[src/rtl/isp_pkg.sv]
// Shared ISP definitions: CFA pattern codes, gain format and channel decode.
package isp_pkg;

    localparam int unsigned BAYER_RGGB = 0;
    localparam int unsigned BAYER_GRBG = 1;
    localparam int unsigned BAYER_GBRG = 2;
    localparam int unsigned BAYER_BGGR = 3;

    localparam int unsigned GAIN_W     = 8;
    localparam int unsigned FRAC_W     = 4;
    localparam logic [GAIN_W-1:0] GAIN_UNITY = 8'h10;

    typedef enum logic [1:0] {
        CH_R = 2'd0,
        CH_G = 2'd1,
        CH_B = 2'd2
    } chan_e;

    // (0,0) is red, (1,1) is blue, the two mixed sites are green
    function automatic chan_e chan_sel(input logic eff_row, input logic eff_col);
        chan_e ch;
        if (!eff_row && !eff_col) begin
            ch = CH_R;
        end else if (eff_row && eff_col) begin
            ch = CH_B;
        end else begin
            ch = CH_G;
        end
        return ch;
    endfunction

endpackage

[src/rtl/isp_bayer_phase.sv]
// Bayer phase tracker: sync edge detect, row/column parity and channel select.
module isp_bayer_phase
    import isp_pkg::*;
#(
    parameter int unsigned BAYER = BAYER_RGGB
) (
    input  logic  pclk,
    input  logic  rst_n,
    input  logic  i_href,
    input  logic  i_vsync,
    output chan_e o_chan_c,
    output logic  o_vsync_rise_c
);

    localparam logic [1:0] PAT = 2'(BAYER);

    logic r_href_q;
    logic r_vsync_q;
    logic r_col_p;
    logic r_row_p;
    logic w_href_fall;

    assign o_vsync_rise_c = i_vsync & ~r_vsync_q;
    assign w_href_fall    = r_href_q & ~i_href;

    // previous-cycle copies of the syncs for edge detection
    always_ff @(posedge pclk or negedge rst_n) begin
        if (!rst_n) begin
            r_href_q  <= 1'b0;
            r_vsync_q <= 1'b0;
        end else begin
            r_href_q  <= i_href;
            r_vsync_q <= i_vsync;
        end
    end

    // column parity restarts at 0 on every line, toggles per valid pixel
    always_ff @(posedge pclk or negedge rst_n) begin
        if (!rst_n) begin
            r_col_p <= 1'b0;
        end else begin
            r_col_p <= i_href & ~r_col_p;
        end
    end

    // row parity advances at line end; frame start clear has priority
    always_ff @(posedge pclk or negedge rst_n) begin
        if (!rst_n) begin
            r_row_p <= 1'b0;
        end else if (o_vsync_rise_c) begin
            r_row_p <= 1'b0;
        end else if (w_href_fall) begin
            r_row_p <= ~r_row_p;
        end
    end

    assign o_chan_c = chan_sel(r_row_p ^ PAT[1], r_col_p ^ PAT[0]);

endmodule

[src/rtl/isp_wb.sv]
// White-balance gain stage: per-channel 4.4 gain with saturation, 2-cycle latency.
module isp_wb
    import isp_pkg::*;
#(
    parameter int unsigned BITS   = 8,
    parameter int unsigned WIDTH  = 1280,
    parameter int unsigned HEIGHT = 960,
    parameter int unsigned BAYER  = BAYER_RGGB
) (
    input  logic            pclk,
    input  logic            rst_n,
    input  logic [7:0]      r_gain,
    input  logic [7:0]      g_gain,
    input  logic [7:0]      b_gain,
    input  logic            in_href,
    input  logic            in_vsync,
    input  logic [BITS-1:0] in_raw,
    output logic            out_href,
    output logic            out_vsync,
    output logic [BITS-1:0] out_raw
);

    localparam int unsigned PROD_W    = BITS + GAIN_W;
    localparam int unsigned PROD_HI_W = PROD_W - FRAC_W;

    // frame geometry is accepted for uniform instantiation; the datapath is size-independent
    if (WIDTH == 0 || HEIGHT == 0) begin : g_no_geometry
    end

    chan_e                 w_chan;
    logic                  w_vsync_rise;
    logic [GAIN_W-1:0]     w_gain;
    logic [GAIN_W-1:0]     r_rsh;
    logic [GAIN_W-1:0]     r_gsh;
    logic [GAIN_W-1:0]     r_bsh;
    logic [PROD_HI_W-1:0]  r_prod_hi;
    logic [BITS-1:0]       r_raw;
    logic                  r_href_d1;
    logic                  r_href_d2;
    logic                  r_vsync_d1;
    logic                  r_vsync_d2;

    isp_bayer_phase #(
        .BAYER (BAYER)
    ) u_phase (
        .pclk           (pclk),
        .rst_n          (rst_n),
        .i_href         (in_href),
        .i_vsync        (in_vsync),
        .o_chan_c       (w_chan),
        .o_vsync_rise_c (w_vsync_rise)
    );

    // shadow gains only move at frame start so a frame never mixes gains
    always_ff @(posedge pclk or negedge rst_n) begin
        if (!rst_n) begin
            r_rsh <= GAIN_UNITY;
            r_gsh <= GAIN_UNITY;
            r_bsh <= GAIN_UNITY;
        end else if (w_vsync_rise) begin
            r_rsh <= r_gain;
            r_gsh <= g_gain;
            r_bsh <= b_gain;
        end
    end

    // pick the shadow gain for the current Bayer site
    always_comb begin
        w_gain = r_gsh;
        case (w_chan)
            CH_R:    w_gain = r_rsh;
            CH_B:    w_gain = r_bsh;
            default: w_gain = r_gsh;
        endcase
    end

    // stage 1: product with the fractional bits dropped
    always_ff @(posedge pclk or negedge rst_n) begin
        if (!rst_n) begin
            r_prod_hi <= '0;
        end else begin
            r_prod_hi <= PROD_HI_W'((PROD_W'(in_raw) * PROD_W'(w_gain)) >> FRAC_W);
        end
    end

    // stage 2: saturate to full scale and blank outside the line
    always_ff @(posedge pclk or negedge rst_n) begin
        if (!rst_n) begin
            r_raw <= '0;
        end else if (!r_href_d1) begin
            r_raw <= '0;
        end else if (|r_prod_hi[PROD_HI_W-1:BITS]) begin
            r_raw <= {BITS{1'b1}};
        end else begin
            r_raw <= r_prod_hi[BITS-1:0];
        end
    end

    // sync delay matching the two datapath stages
    always_ff @(posedge pclk or negedge rst_n) begin
        if (!rst_n) begin
            r_href_d1  <= 1'b0;
            r_href_d2  <= 1'b0;
            r_vsync_d1 <= 1'b0;
            r_vsync_d2 <= 1'b0;
        end else begin
            r_href_d1  <= in_href;
            r_href_d2  <= r_href_d1;
            r_vsync_d1 <= in_vsync;
            r_vsync_d2 <= r_vsync_d1;
        end
    end

    assign out_href  = r_href_d2;
    assign out_vsync = r_vsync_d2;
    assign out_raw   = r_raw;

endmodule

[config.mk]
export PLATFORM = sky130hd
export DESIGN_NAME = isp_wb
export DESIGN_NICKNAME = d
export VERILOG_FILES = /design/src/rtl/isp_pkg.sv /design/src/rtl/isp_bayer_phase.sv /design/src/rtl/isp_wb.sv
export SDC_FILE = /design/constraint.sdc
export NUM_CORES = 1
export LEC_CHECK = 0
export ABC_AREA = 1
export BUFFER_PORTS_ARGS = -buffer_cell sky130_fd_sc_hd__buf_2
export CORE_MARGIN = 2
export CORE_UTILIZATION = 35
export DETAILED_ROUTE_END_ITERATION = 16
export PLACE_DENSITY = 0.56
export SLEW_MARGIN = 20
export SYNTH_ARGS = -nofsm -noshare
export SYNTH_HDL_FRONTEND = slang
export SYNTH_SLANG_ARGS = --single-unit
export TNS_END_PERCENT = 20
[constraint.sdc]
create_clock -name pclk -period 11 [get_ports pclk]
set_clock_uncertainty 0.05 [all_clocks]
set_input_delay 0.55 -clock pclk [delete_from_list [all_inputs] [get_ports pclk]]
set_output_delay 0.55 -clock pclk [all_outputs]
set_load 0.03 [all_outputs]
After elaboration in Yosys (flattened, before gate mapping)
Index checks and enable logic that the tools add are counted.
- word-level logic and storage cells: 34
- flip-flop bits (word level): 50
- input port bits: 36
- mux-type cells: 7
- equal/unequal tests: 1
- reductions and logical operators: 7
- bitwise logic cells: 7
- multipliers: 1
- operators by type and width (cell ; count):
    multiplier 8 x 8 -> 16 bit ; 1
    2-to-1 mux 8 bit ; 2
    one-hot mux 8 bit (2 select lines) ; 1
    2-to-1 mux 2 bit ; 2
    inverter 1 bit ; 4
    OR reduction 4 bit ; 1
    bitwise AND 1 bit ; 3
    == test 2 bit (second input constant) ; 1
    logical AND 1 bit ; 2
    zero test 1 bit ; 2
    zero test 2 bit ; 1
    2-to-1 mux 1 bit ; 2
    nonzero test 2 bit ; 1

Depth between registers and ports, before layout
- depth after elaboration: 6
- gate-level depth with buffers: 23
- mapped depth without buffers: 22

By module
A second synthesis with hierarchy kept.
- cells, all modules: 461
- area, all modules: 4047.6 µm²
- by module, submodules not included (module ; cells an instance ; times used ; seq. area each (µm²) ; area each (µm²)):
    isp_wb ; 447 ; 1 ; 1204.9 ; 3891.2
    isp_bayer_phase ; 14 ; 1 ; 100.1 ; 156.4

Least setup slack after synthesis
OpenSTA, ideal clock, no wires.
- path type: reg-to-reg
- from: register u_phase.r_row_p
- to: register r_prod_hi[10]
- cell stages (with the launch flop): 23
- path slack: 6.297 ns
- library setup time: 0.117 ns
- arrival: 4.536 ns
- period minus slack after synthesis: 4.703 ns
- required time: 10.833 ns
- cells stage by stage: dfrtp_1 > inv_1 > ha_1 > buf_6 > a221o_1 > o21ai_2 > inv_1 > nand2_1 > fa_1 > fa_1 > inv_1 > fa_1 > inv_1 > fa_1 > inv_1 > ha_1 > a21o_1 > a21oi_1 > nor2_1 > nor2_1 > nand2_1 > nand2_1 > nand2_1
- longest elaborated chain between the ends: 6
- elaborated cells between the ends (all ways): 9
- RTL lines (item ; RTL line ; RTL):
    from (decl) ; isp_bayer_phase.sv:20 ; logic r_row_p;
    from (signal assigned) ; isp_bayer_phase.sv:53 ; r_row_p <= ~r_row_p;
    logical AND 1 bit or zero test 1 bit (tied branches) ; isp_pkg.sv:24, isp_pkg.sv:22 ;
    2-to-1 mux 2 bit or logical AND 1 bit (tied branches) ; isp_pkg.sv:24, isp_pkg.sv:22 ;
    2-to-1 mux 2 bit * ; isp_pkg.sv:22 ; if (!eff_row && !eff_col) begin
    == test 2 bit or zero test 2 bit (tied branches) ; isp_wb.sv:70 ; case (w_chan)
    one-hot mux 8 bit (2 select lines) * ; isp_wb.sv:70 ;
    multiplier 8 x 8 -> 16 bit * ; isp_wb.sv:82 ; r_prod_hi <= PROD_HI_W'((PROD_W'(in_raw) * PROD_W'(w_gain)) >> FRAC_W);
    to (signal assigned) ; isp_wb.sv:82 ;
    to (decl) ; isp_wb.sv:36 ; logic [PROD_HI_W-1:0] r_prod_hi;
Every way passes the cells marked *; elsewhere a longest branch is shown, timed or not.
A chain may end at the register's enable or synchronous reset.

Worst setup path after layout
Same ends and word-level chain as after synthesis.

==> qor.yml <==
outcome:
  status: "completed"
sta:
  fmax_mhz: 196
  post-route-min-period_ns: 5.09
  slew_headroom: 0.558
  fin_tns_setup_ns: 0
  slew_viol_final: 0
  rsz0062_at_grt: "no"
  worst_pin_slew_ns: 0.662
  setup_viol: 0
  fin_crit_sh: 0.463
  hold_violations: 0
clock_network:
  clock_latency_ns: 0.32
  postCtsSetupBuffers: 0
  clock-sinks: 50
  cts.path.max_buffers: 2
  numCtsBuffers: 5
  htreeDepth: 2
  cts_tree: "built"
  clkSlewWorstSetupHoldPaths_ns: 0.09
  cts_resized: 0
  root_buffer: "clkbuf_8"
  ctsHoldBuffers: 0
critical_path:
  r2r-end: "r_prod_hi[10]$_DFF_PN0_"
  r2r_start: "u_phase.r_row_p$_DFFE_PN0P_"
  start_kind: "register"
  cp_data_arrival_time_ns: 5.26
  required_ns: 11.16
  end_kind: "register"
  ff2ff_setup_slack_ns: 5.91
  critPathCapture: "r_prod_hi[10]$_DFF_PN0_"
  cp-startpoint: "u_phase.r_row_p$_DFFE_PN0P_"
  critical_path_class: "reg -> reg"
  reg2reg_depth: 21
  cp_max_fo: 8
grt:
  grt_pass1_vias: 3034
  grt_max_degree: 51
  grt_pass1_wl_um: 13800
  grt_remaining_overflow: 0
  grt_usage: 0.147
  antenna_found_initial: 0
yosys:
  synth.top_cell.area_share: 0.299
  synth.area.mux_share: 0
  async_reset_ff_frac: 1.00
  synth_top_cell_by_area: "dfrtp_1"
  synth_xor_area_frac: 0.0200
  synth_area_per_cell_um2: 8.47
  syn_nets: 572
  synth_common_cells: "119 x nand2_1, 82 x inv_1, 63 x nor2_1"
  synth_top_family_by_area: "adder cells"
  synthSimpleGateAreaFrac: 0.212
  synth_ff_type: "dfrtp_1"
  synth_area_leaders: "dfrtp_1 30%, fa_1 18%, nand2_1 11%"
  syn_area_mm2: 0.00394
  ys.warnings.count: 0
  ys_seq_area_frac: 0.319
  synth-compound-area-share: 0.0639
  synth_edf_count: 0
  ys_types: 31
  yosys.area_share.adder: 0.294
  yosys_register_bits: 50
  yosysMostFrequentCell: "nand2_1"
  postSynthCellCount: 465
placement:
  io_buffers: 45
  place_inst: 643
  hpwl_um: 6840
  gp_congestion: 1.00
floorplanning:
  rows: 38
  ios: 46
  die_h_um: 110
  die_x_um: 110
  initial_core_util: 0.362
  coreArea_mm2: 0.0109
  die_area_mm2: 0.0121
route:
  drtPass1Iterations: 5
  vias: 3032
  drt_iter0_drc: 176
  drcViolationCount: 0
  ant_nets: 0
  vias_per_cell: 4.66
  wl_per_cell_um: 12.5
  wl_um: 8150
final_layout:
  antenna_cells: 0
  syn_to_final_growth_pct: 11.7
  finalNetCount: 617
  layout-drive-gt1-share: 0.149
  final_cells: 651
pwr:
  power_leakage_nw: 2.46
  peakVddDrop_uv: 142
  powerDensity_mw_per_mm2: 274
hold_path:
  hold_class: "in -> async"
job:
  maxCapViolations: 0
layout by cell type, fill, tap and decap left out:
cell / instances
buf_2: 44
xor2_1: 6
nand3_2: 3
clkbuf_8: 5
or2_4: 1
nor3_1: 2
clkinvlp_4: 1
dfstp_2: 3
a21o_1: 1
a221o_1: 6
nor2_1: 63
a21oi_1: 9
or4_1: 1
o211ai_1: 1
fa_1: 36
clkinv_4: 1
nand2_1: 119
o21bai_1: 1
xnor2_1: 3
buf_4: 2
nand2_2: 4
nand3_1: 8
o21ai_1: 2
inv_8: 1
nor2_2: 1
nand4_1: 1
o21ai_2: 6
inv_1: 82
a31oi_1: 1
dfrtp_1: 47
clkinv_2: 1
ha_1: 35
or2_2: 3
o21ai_0: 11
where the power goes:
part / total [mW] / internal (mW) / switching, mW
clock network: 0.107 / 0.0447 / 0.0625
logic: 0.846 / 0.316 / 0.530
registers: 0.252 / 0.237 / 0.0150
total: 1.21 / 0.597 / 0.608
registers in the layout, summed over array words and instances (netlist names):
name,flops
out_href,1
out_raw,8
u_phase.r_row_p,1
r_bsh,8
r_gsh,8
r_prod_hi,12
u_phase.r_col_p,1
r_rsh,8
out_vsync,1
u_phase.r_href_q,1
u_phase.r_vsync_q,1
area by class of cell:
| type | instances | area (µm²) |
|---|---|---|
| clock buffer | 5 | 68.8 |
| sequential | 50 | 1250 |
| clock inverter | 3 | 21.3 |
| inverter | 83 | 319 |
| timing repair buffer | 46 | 235 |
| tap | 140 | 175 |
| multi-input combinational | 324 | 2320 |
| fill | 1100 | 6490 |
layer usage:
metal	global-route usage	wire length, µm	vias up
met5	0	0	-
met4	0.0470	202	0
met3	0.0323	397	22
met2	0.261	4000	84
met1	0.177	3550	1421
li1	-	-	1505
worst max-delay path, stage by stage (launching register included):
cell	delay (ns)
dfrtp_1	0.36
inv_1	0.07
ha_1	0.46
a221o_1	0.34
o21ai_2	0.13
inv_1	0.13
nand2_1	0.09
fa_1	0.45
fa_1	0.55
inv_1	0.06
fa_1	0.52
inv_1	0.05
fa_1	0.52
inv_1	0.04
ha_1	0.35
a21o_1	0.21
a21oi_1	0.23
nor2_1	0.07
nor2_1	0.14
nand2_1	0.07
nand2_1	0.05
nand2_1	0.04
through the flow:
stage / utilization / power (mW) / hold slack (ns) / setup WS [ns] / area [µm²]
after global routing: 0.404 / 1.36 / 0.248 / 5.61 / 4400
final: 0.404 / 1.21 / 0.194 / 5.91 / 4400
after detailed placement: 0.396 / 1.10 / 0.320 / 5.94 / 4310
after global placement: 0.396 / 1.09 / 0.316 / 6.06 / 4310
after CTS: 0.404 / 1.22 / 0.277 / 5.90 / 4400
after floorplan: - / 0.923 / 0.204 / 6.30 / 3940
cells by family (layout without fill, tap and decap cells):
kind of cell | count (synthesis) | in the layout
fa+ha+maj | 71 | 71
buf+inv | 91 | 137
flops | 50 | 50
compound gates | 38 | 38
simple gates | 206 | 206
xor+xnor | 9 | 9
how the worst min path moves through the flow:
stage | slack, ns | to | from
after floorplan | 0.20 | out_href$_DFF_PN0_ | rst_n
after global placement | 0.32 | out_vsync$_DFF_PN0_ | u_phase.r_vsync_q$_DFF_PN0_
after detailed placement | 0.32 | out_vsync$_DFF_PN0_ | u_phase.r_vsync_q$_DFF_PN0_
after CTS | 0.28 | u_phase.r_vsync_q$_DFF_PN0_ | in_vsync
after global routing | 0.25 | u_phase.r_href_q$_DFF_PN0_ | rst_n
final | 0.19 | out_href$_DFF_PN0_ | rst_n
No activity file was read; power rests on OpenSTA's default activity.
